## src/rtl/mult_pipeline_param.sv

```systemverilog
// Pipelined WIDTH x WIDTH multiplier with joined AXI-Stream style operand inputs,
// per-transfer signed/unsigned mode and bubble-collapsing valid/ready stages.
module mult_pipeline_param #(
   parameter int unsigned WIDTH  = 16,
   parameter int unsigned STAGES = 2
) (
   input  logic                 clk,
   input  logic                 rst,
   input  logic [WIDTH-1:0]     input_a_tdata,
   input  logic                 input_a_tvalid,
   output logic                 input_a_tready,
   input  logic [WIDTH-1:0]     input_b_tdata,
   input  logic                 input_b_tvalid,
   output logic                 input_b_tready,
   input  logic                 input_signed,
   output logic [2*WIDTH-1:0]   output_tdata,
   output logic                 output_tvalid,
   input  logic                 output_tready
);

   localparam int unsigned PW = 2 * WIDTH;

   logic [STAGES-1:0] valid_q, valid_d;
   logic [PW-1:0]     data_q [STAGES];
   logic [PW-1:0]     data_d [STAGES];
   logic              run_q, run_d;
   logic [STAGES:0]   adv;
   logic              accept;
   logic              xfer;
   logic [PW-1:0]     a_ext, b_ext, prod;

   // Extension to the full product width makes the modulo-2^PW product exact in both modes.
   always_comb begin
      a_ext = {{WIDTH{input_signed & input_a_tdata[WIDTH-1]}}, input_a_tdata};
      b_ext = {{WIDTH{input_signed & input_b_tdata[WIDTH-1]}}, input_b_tdata};
      prod  = a_ext * b_ext;
   end

   // A stage may load when it is empty or its contents move on this cycle.
   always_comb begin
      adv         = '0;
      adv[STAGES] = output_tready;
      for (int k = STAGES - 1; k >= 0; k--) begin
         adv[k] = ~valid_q[k] | adv[k+1];
      end
   end

   always_comb begin
      run_d          = 1'b1;
      accept         = run_q & adv[0];
      input_a_tready = accept & input_b_tvalid;
      input_b_tready = accept & input_a_tvalid;
      xfer           = accept & input_a_tvalid & input_b_tvalid;
   end

   always_comb begin
      valid_d = valid_q;
      data_d  = data_q;
      if (adv[0]) begin
         valid_d[0] = xfer;
      end
      if (xfer) begin
         data_d[0] = prod;
      end
      for (int k = 1; k < STAGES; k++) begin
         if (adv[k]) begin
            valid_d[k] = valid_q[k-1];
            if (valid_q[k-1]) begin
               data_d[k] = data_q[k-1];
            end
         end
      end
   end

   always_ff @(posedge clk or negedge rst) begin
      if (!rst) begin
         run_q   <= 1'b0;
         valid_q <= '0;
         for (int k = 0; k < STAGES; k++) begin
            data_q[k] <= '0;
         end
      end else begin
         run_q   <= run_d;
         valid_q <= valid_d;
         data_q  <= data_d;
      end
   end

   assign output_tvalid = valid_q[STAGES-1];
   assign output_tdata  = data_q[STAGES-1];

endmodule

```

## config.mk

```make
export PLATFORM = sky130hd
export DESIGN_NAME = mult_pipeline_param
export DESIGN_NICKNAME = d
export VERILOG_FILES = /design/src/rtl/mult_pipeline_param.sv
export SDC_FILE = /design/constraint.sdc
export NUM_CORES = 1
export LEC_CHECK = 0
export ABC_CLOCK_PERIOD_IN_PS = 4000
export BUFFER_PORTS_ARGS = -buffer_cell sky130_fd_sc_hd__buf_4
export CAP_MARGIN = 40
export CORE_ASPECT_RATIO = 1.4
export CORE_MARGIN = 8
export CORE_UTILIZATION = 44
export CTS_BUF_LIST = sky130_fd_sc_hd__clkbuf_4
export DETAILED_ROUTE_END_ITERATION = 16
export PLACE_DENSITY_LB_ADDON = 0.08
export SYNTH_ARGS = -nofsm -noshare
export SYNTH_HDL_FRONTEND = slang
export SYNTH_SLANG_ARGS = --single-unit
```

## constraint.sdc

```tcl
create_clock -name clk -period 4 [get_ports clk]
set_input_delay 0.2 -clock clk [delete_from_list [all_inputs] [get_ports clk]]
set_output_delay 0.2 -clock clk [all_outputs]
set_load 0.03 [all_outputs]
```

==> key figures, run 1 <==
Setup path
  – CP startpoint: input_b_tdata[15]
  – CP Class: in -> reg
  – CP max stage delay: 0.56 ns
  – Max FO, Critical Path: 8
  – CP Launch Type: input port
  – CP dominant cell by count: fa_1
  – WP depth: 20
  – Slowest cell on the critical path: fa_1
  – Critical R2R Launch: valid_q[1]
  – Critical-path cell list: buf_4 > buf_12 > and2_1 > fa_1 > fa_1 > fa_1 > fa_2 > fa_1 > inv_1 > fa_1 > inv_1 > ha_1 > and4_4 > nor2b_4 > a221o_1 > o21ai_4 > buf_4 > o311ai_2 > xnor2_1 > o21ai_1
  – Worst-case reg-to-reg path depth: 7
  – Req. time, crit path: 4.28 ns
  – Largest delay contributor family on the critical path: adder cells
  – CP Capture Type: register
  – CP bufs+invs: 5
  – Data arrival, critical path: 5.45 ns

Synth
  – Synth warn: 0
  – Syn Inst Count: 1,407
  – Cell area after synthesis: 13,300 um^2
  – Area contributors post-synth: fa_1 43%, dfrtp_1 13%, inv_1 9.2%
  – Largest area contributor in the netlist: fa_1
  – Avg Inst Size Synth: 9.44 um^2
  – Top_reg_cell synth: dfrtp_1
  – Most frequent cell after synthesis: inv_1
  – Post-synthesis register bit count: 67
  – Commonest cells post-synth: 327 x inv_1, 282 x fa_1, 187 x nand2_1, 131 x and2_1, 82 x ha_1
  – Synth async-reset ratio: 100%
  – Synth Net Count: 1,809
  – Post-synth EDFFs: 0
  – Yosys top cell area share: 42.5%
  – Distinct cells, synth: 51
  – Sequential area share after synthesis: 12.6%

Global routing
  – Initial antenna violation count: 1
  – Largest net degree at the start of global routing: 53
  – Number of global-route vias before repair: 10,800
  – Overflow after GRT: 0
  – First-pass GRT wire length: 55.9 mm
  – Total track usage: 19.2%

Floorplanning
  – DIE WIDTH: 163 um
  – Row cnt: 75
  – Initial Util: 44.5%
  – I/O Pins: 73
  – Core area: 29,800 um^2
  – Die height: 222 um
  – Die area: 36,100 um^2

Timing
  – Minimum hold slack: 0.0807 ns
  – Final setup TNS: -18.33 ns
  – Final period utilization: 129%
  – RSZ-0062 raised after global routing: true
  – Clk_skew: 0.0195 ns
  – Crit path time final: 5.18 ns
  – Final hold vios: 0
  – Endpoints failing setup: 22
  – Slew Viols, Final: 0
  – Fmax: 193 MHz
  – Setup slack after layout: -1.18 ns

Status
  – Failing checks: negative setup slack
  – Run status: finished with violations

Finish
  – Syn-to-layout area delta: 25.8%
  – Layout Utilization: 56.0%
  – Final #Nets: 2,016
  – Fill count: 2,750
  – Share of cells above drive strength 1: 29.0%
  – Area of the multi-input gates: 10,600 um^2
  – Non-filler cells in the finished layout: 2,004
  – Seq. cell area: 1680 um^2

Clock tree
  – Total clock sinks: 67
  – CTS root buf: clkbuf_4
  – Inserted Clock Buffers: 9
  – Clk slew on worst S/H paths: 0.11 ns
  – Worst-Skew Late Latency: 0.39 ns
  – CTS tree: built
  – Clock Path Buffers: 2
  – H-tree depth: 3

Placed design
  – Placed Instances: 1,946
  – Routability cong.: 0.866
  – Count of buffers from port buffering: 72
  – DP HPWL: 29.1 mm

Worst hold path
  – Hold Startpoint: output_tready
  – Hold Path Stages: 3
  – Class of the worst hold path: in -> reg

Drt
  – Final WL: 33.9 mm
  – Routed vias: 9,752
  – Routed Antenna Nets: 0
  – Routed vias/inst: 4.87
  – DR WL/cell: 16.9 um
  – Pre-antenna DRT Iters: 5
  – First DRT Iteration DRCs: 359
  – DRC viols: 0

Flow run
  – Number of max-cap violations: 0
[metal layers]
| metal | track usage, % | routed length (um) |
|---|---|---|
| met5 | 0 | 0 |
| met4 | 4.72 | 829 |
| met3 | 1.43 | 837 |
| met2 | 35.3 | 18100 |
| met1 | 23.8 | 14200 |
[final cells by class]
| cell class | count | share of cell area, % |
|---|---|---|
| multi-input cells | 928 | 63.7 |
| repair buffers | 281 | 15.2 |
| flip-flops and latches | 67 | 10.0 |
| inverters | 327 | 7.36 |
| well taps | 385 | 2.88 |
| clock buffers | 10 | 0.449 |
| clock inverters | 5 | 0.329 |
| diodes | 1 | 0.0150 |
[cell families (layout without fill, tap and decap cells)]
group	Yosys count	after routing	synth area share, %
buffers and inverters	412	623	12.6
and+or+nand+nor	396	396	14.6
other	1	2	0.0282
muxes	33	33	2.79
xor gates and xnor gates	31	31	2.04
adders and majority gates	364	364	50.2
DFF	67	67	12.6
AOI/OAI and AO/OA	103	103	5.09
[through the flow]
step                cell area, um^2  worst slack, ns
CTS                           16400            -1.20
detailed placement            15400            -1.87
floorplan                     13800            -1.44
global route                  16700            -1.32
finish                        16700            -1.18
global placement              15400            -1.78
[tightest hold or removal path, stage by stage]
cell      delay, ns
buf_4          0.08
nand2b_1       0.10
nand2b_1       0.06
[layout by cell type, fill, tap and decap left out, types with 11 or more instances in the layout]
cell type and count:
nor2_1 22, inv_2 18, dfrtp_1 67, inv_1 308, fa_1 273, mux2_2 32, o21ai_1 16, buf_12 15
and3_1 11, nand2_2 15, ha_4 14, and2_1 119, xnor2_1 19, and2_4 12, ha_1 64, nand2_1 166
buf_6 27, buf_4 229
[timing repair]
action	in CTS	in global routing
hold buffers	1	0
hold endpoints to repair	67	0
pin swaps	68	38
setup buffers	27	13
cloned	3	1
resized for setup	132	55
endpoints found under the setup margin	23	24
[flip-flops by register name, summed over array words and instances, names as in the netlist]
| register | count |
|---|---|
| data_q | 32 |
| output_tdata | 32 |
| run_q | 1 |
| valid_q | 2 |
[final timing paths]
| path | endpoint | slack, ns |
|---|---|---|
| max in group asynchronous | data_q[42] | 3.26 |
| min in group asynchronous | output_tdata[31] | 0.19 |
| setup reg to reg | data_q[52] | 1.99 |
| hold reg to reg | data_q[32] | 0.48 |
| setup / recovery | data_q[61] | -1.18 |
| hold / removal | valid_q[1] | 0.08 |
Power of run 1 is not shown: default switching activity piles up to over one toggle a cycle in this logic, so the estimate is an artifact.
==> run 2: changes to the inputs <==
Settings changed: ABC_AREA set to 1, CTS_BUF_LIST sky130_fd_sc_hd__clkbuf_4 to not set, SETUP_SLACK_MARGIN set to 0.1.
==> run 2 against run 1 <==
The run still ends with negative setup slack left. Final area up 8.4%. Non-clock buffer count shrank 8. Global-route usage rose by 1.3 points. Routed wire length is 9.2% higher. Synthesized cell count up 25%. Final cell count increased by 16%. Synthesized area grew 5.5%. Register-to-register slack about the same. Die area rose by 5.0%. Worst setup slack gained 0.30 ns. Maximum frequency grew 6.1%. Critical path type unchanged.
==> key figures, run 2 <==
Synth
  – Post-synth EDFFs: 0 (unchanged)
  – Yosys top cell area share: 40.3% (was 42.5%)
  – Largest area contributor in the netlist: fa_1 (unchanged)
  – Commonest cells post-synth: 512 x inv_1, 423 x nand2_1, 282 x fa_1, 82 x ha_1, 67 x dfrtp_1 (was 327 x inv_1, 282 x fa_1, 187 x nand2_1, 131 x and2_1, 82 x ha_1)
  – Synth Net Count: 2,157 (was 1,809)
  – Synth async-reset ratio: 100% (unchanged)
  – Synth warn: 0 (unchanged)
  – Syn Inst Count: 1,755 (was 1,407)
  – Post-synthesis register bit count: 67 (unchanged)
  – Top_reg_cell synth: dfrtp_1 (unchanged)
  – Most frequent cell after synthesis: inv_1 (unchanged)
  – Distinct cells, synth: 38 (was 51)
  – Cell area after synthesis: 14,000 um^2 (was 13,300 um^2)
  – Area contributors post-synth: fa_1 40%, inv_1 14%, dfrtp_1 12% (was fa_1 43%, dfrtp_1 13%, inv_1 9.2%)
  – Sequential area share after synthesis: 12.0% (was 12.6%)
  – Avg Inst Size Synth: 7.98 um^2 (was 9.44 um^2)

Floorplanning
  – DIE WIDTH: 167 um (was 163 um)
  – Initial Util: 44.5% (about the same)
  – Die area: 37,900 um^2 (was 36,100 um^2)
  – I/O Pins: 73 (unchanged)
  – Row cnt: 77 (was 75)
  – Die height: 227 um (was 222 um)
  – Core area: 31,500 um^2 (was 29,800 um^2)

Global routing
  – Largest net degree at the start of global routing: 68 (was 53)
  – Total track usage: 20.5% (was 19.2%)
  – First-pass GRT wire length: 61.2 mm (was 55.9 mm)
  – Initial antenna violation count: 0 (was 1)
  – Number of global-route vias before repair: 12,000 (was 10,800)
  – Overflow after GRT: 0 (unchanged)

Drt
  – DRC viols: 0 (unchanged)
  – First DRT Iteration DRCs: 496 (was 359)
  – DR WL/cell: 15.9 um (was 16.9 um)
  – Routed vias/inst: 4.71 (was 4.87)
  – Final WL: 37.0 mm (was 33.9 mm)
  – Routed vias: 11,000 (was 9,752)
  – Pre-antenna DRT Iters: 5 (unchanged)
  – Routed Antenna Nets: 0 (unchanged)

Finish
  – Share of cells above drive strength 1: 28.7% (was 29.0%)
  – Fill count: 2,903 (was 2,750)
  – # diodes: 0 (was 1)
  – Final #Nets: 2,334 (was 2,016)
  – Most common cell after layout, fill and taps aside: inv_1 (unchanged)
  – Commonest non-fill, non-tap cells in the layout: 464 x inv_1, 366 x nand2_1, 266 x fa_1 (was 308 x inv_1, 273 x fa_1, 229 x buf_4)
  – Syn-to-layout area delta: 29.4% (was 25.8%)

Timing
  – Crit path time final: 4.88 ns (was 5.18 ns)
  – Setup slack after layout: -0.881 ns (was -1.18 ns)
  – Fmax: 205 MHz (was 193 MHz)
  – Final period utilization: 122% (was 129%)
  – Measured slew at the worst slew-check pin: 0.847 ns
  – Final hold vios: 0 (unchanged)
  – Slew Viols, Final: 0 (unchanged)
  – RSZ-0062 raised after global routing: true (unchanged)
  – Max-slew headroom: 43.5%
  – Endpoints failing setup: 23 (was 22)
  – Clk_skew: 0.00683 ns (was 0.0195 ns)
  – Final setup TNS: -15.87 ns (was -18.33 ns)

Setup path
  – CP Launch Type: input port (unchanged)
  – Req. time, crit path: 4.20 ns (was 4.28 ns)
  – End of the worst register-to-register path: data_q[48] (was data_q[52])
  – CP Class: in -> reg (unchanged)
  – Data arrival, critical path: 5.08 ns (was 5.45 ns)
  – Critical R2R Launch: valid_q[1] (unchanged)
  – Worst-case reg-to-reg path depth: 8 (was 7)
  – CP startpoint: input_signed (was input_b_tdata[15])
  – Max FO, Critical Path: 6 (was 8)
  – Worst Setup EP: data_q[60] (was data_q[61])
  – Slack of the worst reg-to-reg path: 1.98 ns (was 1.99 ns)
  – CP Capture Type: register (unchanged)

Clock tree
  – Inserted Clock Buffers: 9 (unchanged)
  – CTS root buf: clkbuf_16 (was clkbuf_4)
  – Clk slew on worst S/H paths: 0.07 ns (was 0.11 ns)
  – Worst-Skew Late Latency: 0.33 ns (was 0.39 ns)
  – Total clock sinks: 67 (unchanged)
  – Clock Path Buffers: 2 (unchanged)
  – CTS tree: built (unchanged)
  – H-tree depth: 3 (unchanged)

Placed design
  – Count of buffers from port buffering: 72 (unchanged)
  – Routability cong.: 0.872 (was 0.866)
  – DP HPWL: 31.8 mm (was 29.1 mm)

Worst hold path
  – Class of the worst hold path: in -> reg (unchanged)

Flow run
  – Number of max-cap violations: 0 (unchanged)

Status
  – Run status: finished with violations (unchanged)
  – Failing checks: negative setup slack (unchanged)
-- run 2: cell types whose count changed after synthesis, sizes merged, moves of 7 or more --
cell	delta
xnor2	-13
mux2	-14
clkbuf	+15
inv	+191
and3	-13
nand3b	+7
nand2	+242
buf	+7
nand3	+38
o21ai	+24
and2	-130
a21oi	+10
nor2	+28
-- run 2: how the worst min path moves through the flow --
stage | cells after the start | startpoint | to | slack, ns
2_1_floorplan | 0 | rst | data_q[32] | -0.1
3_3_place_gp | 1 | rst | output_tdata[2] | 0.35
3_5_place_dp | 1 | rst | data_q[36] | 0.36
4_1_cts | 4 | output_tready | valid_q[1] | 0.16
5_1_grt | 4 | output_tready | valid_q[1] | 0.20
6_report | 4 | output_tready | valid_q[1] | 0.17
-- run 2: kinds of logic after synthesis --
logic type | after synthesis | share of synthesized area (%)
compound gates | 99 | 3.73
flops | 67 | 12.0
fa+ha+maj | 364 | 47.6
buf+inv | 625 | 17.7
other cells | 1 | 0.0268
simple gates | 566 | 16.5
xor+xnor | 15 | 0.938
mux | 18 | 1.45
-- run 2: per-layer routing --
layer / vias up / wire [um] / part of all wire (%) / track usage, %
li1: 5312 / - / - / -
met1: 5432 / 14900 / 40 / 23.4
met4: 0 / 1050 / 2.8 / 6.41
met2: 197 / 20000 / 54 / 39.9
met5: - / 0 / 0 / 0
met3: 53 / 1160 / 3.1 / 1.79
-- run 2: through the flow --
step           instance area (um^2)  worst slack [ns]  hold WS [ns]  instances  util [%]
2_1_floorplan                 15000            -0.936       -0.0956       1755         -
3_3_place_gp                  16400             -1.32         0.349       2276      51.9
3_5_place_dp                  16400             -1.36         0.355       2277      52.0
4_1_cts                       17600            -0.857         0.157       2319      55.8
5_1_grt                       18100             -1.09         0.199       2332      57.5
6_report                      18100            -0.881         0.166       2332      57.5
-- run 2: cell type report --
type / count / area, um^2 / area share (%)
clock buffer: 9 / 225 / 1.24
clock inverter: 7 / 81.3 / 0.449
inverter: 518 / 1970 / 10.9
multi-input combinational: 1063 / 11000 / 61.0
sequential: 67 / 1680 / 9.25
tap: 395 / 494 / 2.73
timing repair buffer: 273 / 2630 / 14.5
-- run 2: timing repair --
action,CTS,global route
gates resized for setup,180,126
pin swaps,75,52
hold buffers,1,0
cloned,0,0
endpoints found under the hold margin,3,0
setup buffers,25,13
endpoints found under the setup margin,24,25
-- run 2: critical path, stage by stage --
cell and delay [ns]:
buf_12 0.11, nand2_8 0.10, inv_8 0.06, nand2_8 0.06
inv_4 0.04, fa_2 0.53, fa_2 0.68, inv_4 0.08
fa_1 0.48, fa_1 0.51, fa_1 0.49, inv_1 0.05
fa_1 0.48, ha_4 0.30, buf_4 0.11, nand2_1 0.08
buf_4 0.15, nor4_4 0.15, nand3_1 0.13, nand3_1 0.09
nand2_1 0.05, nand3_1 0.07, o21ai_1 0.08
Power of run 2 is left out for the same reason.
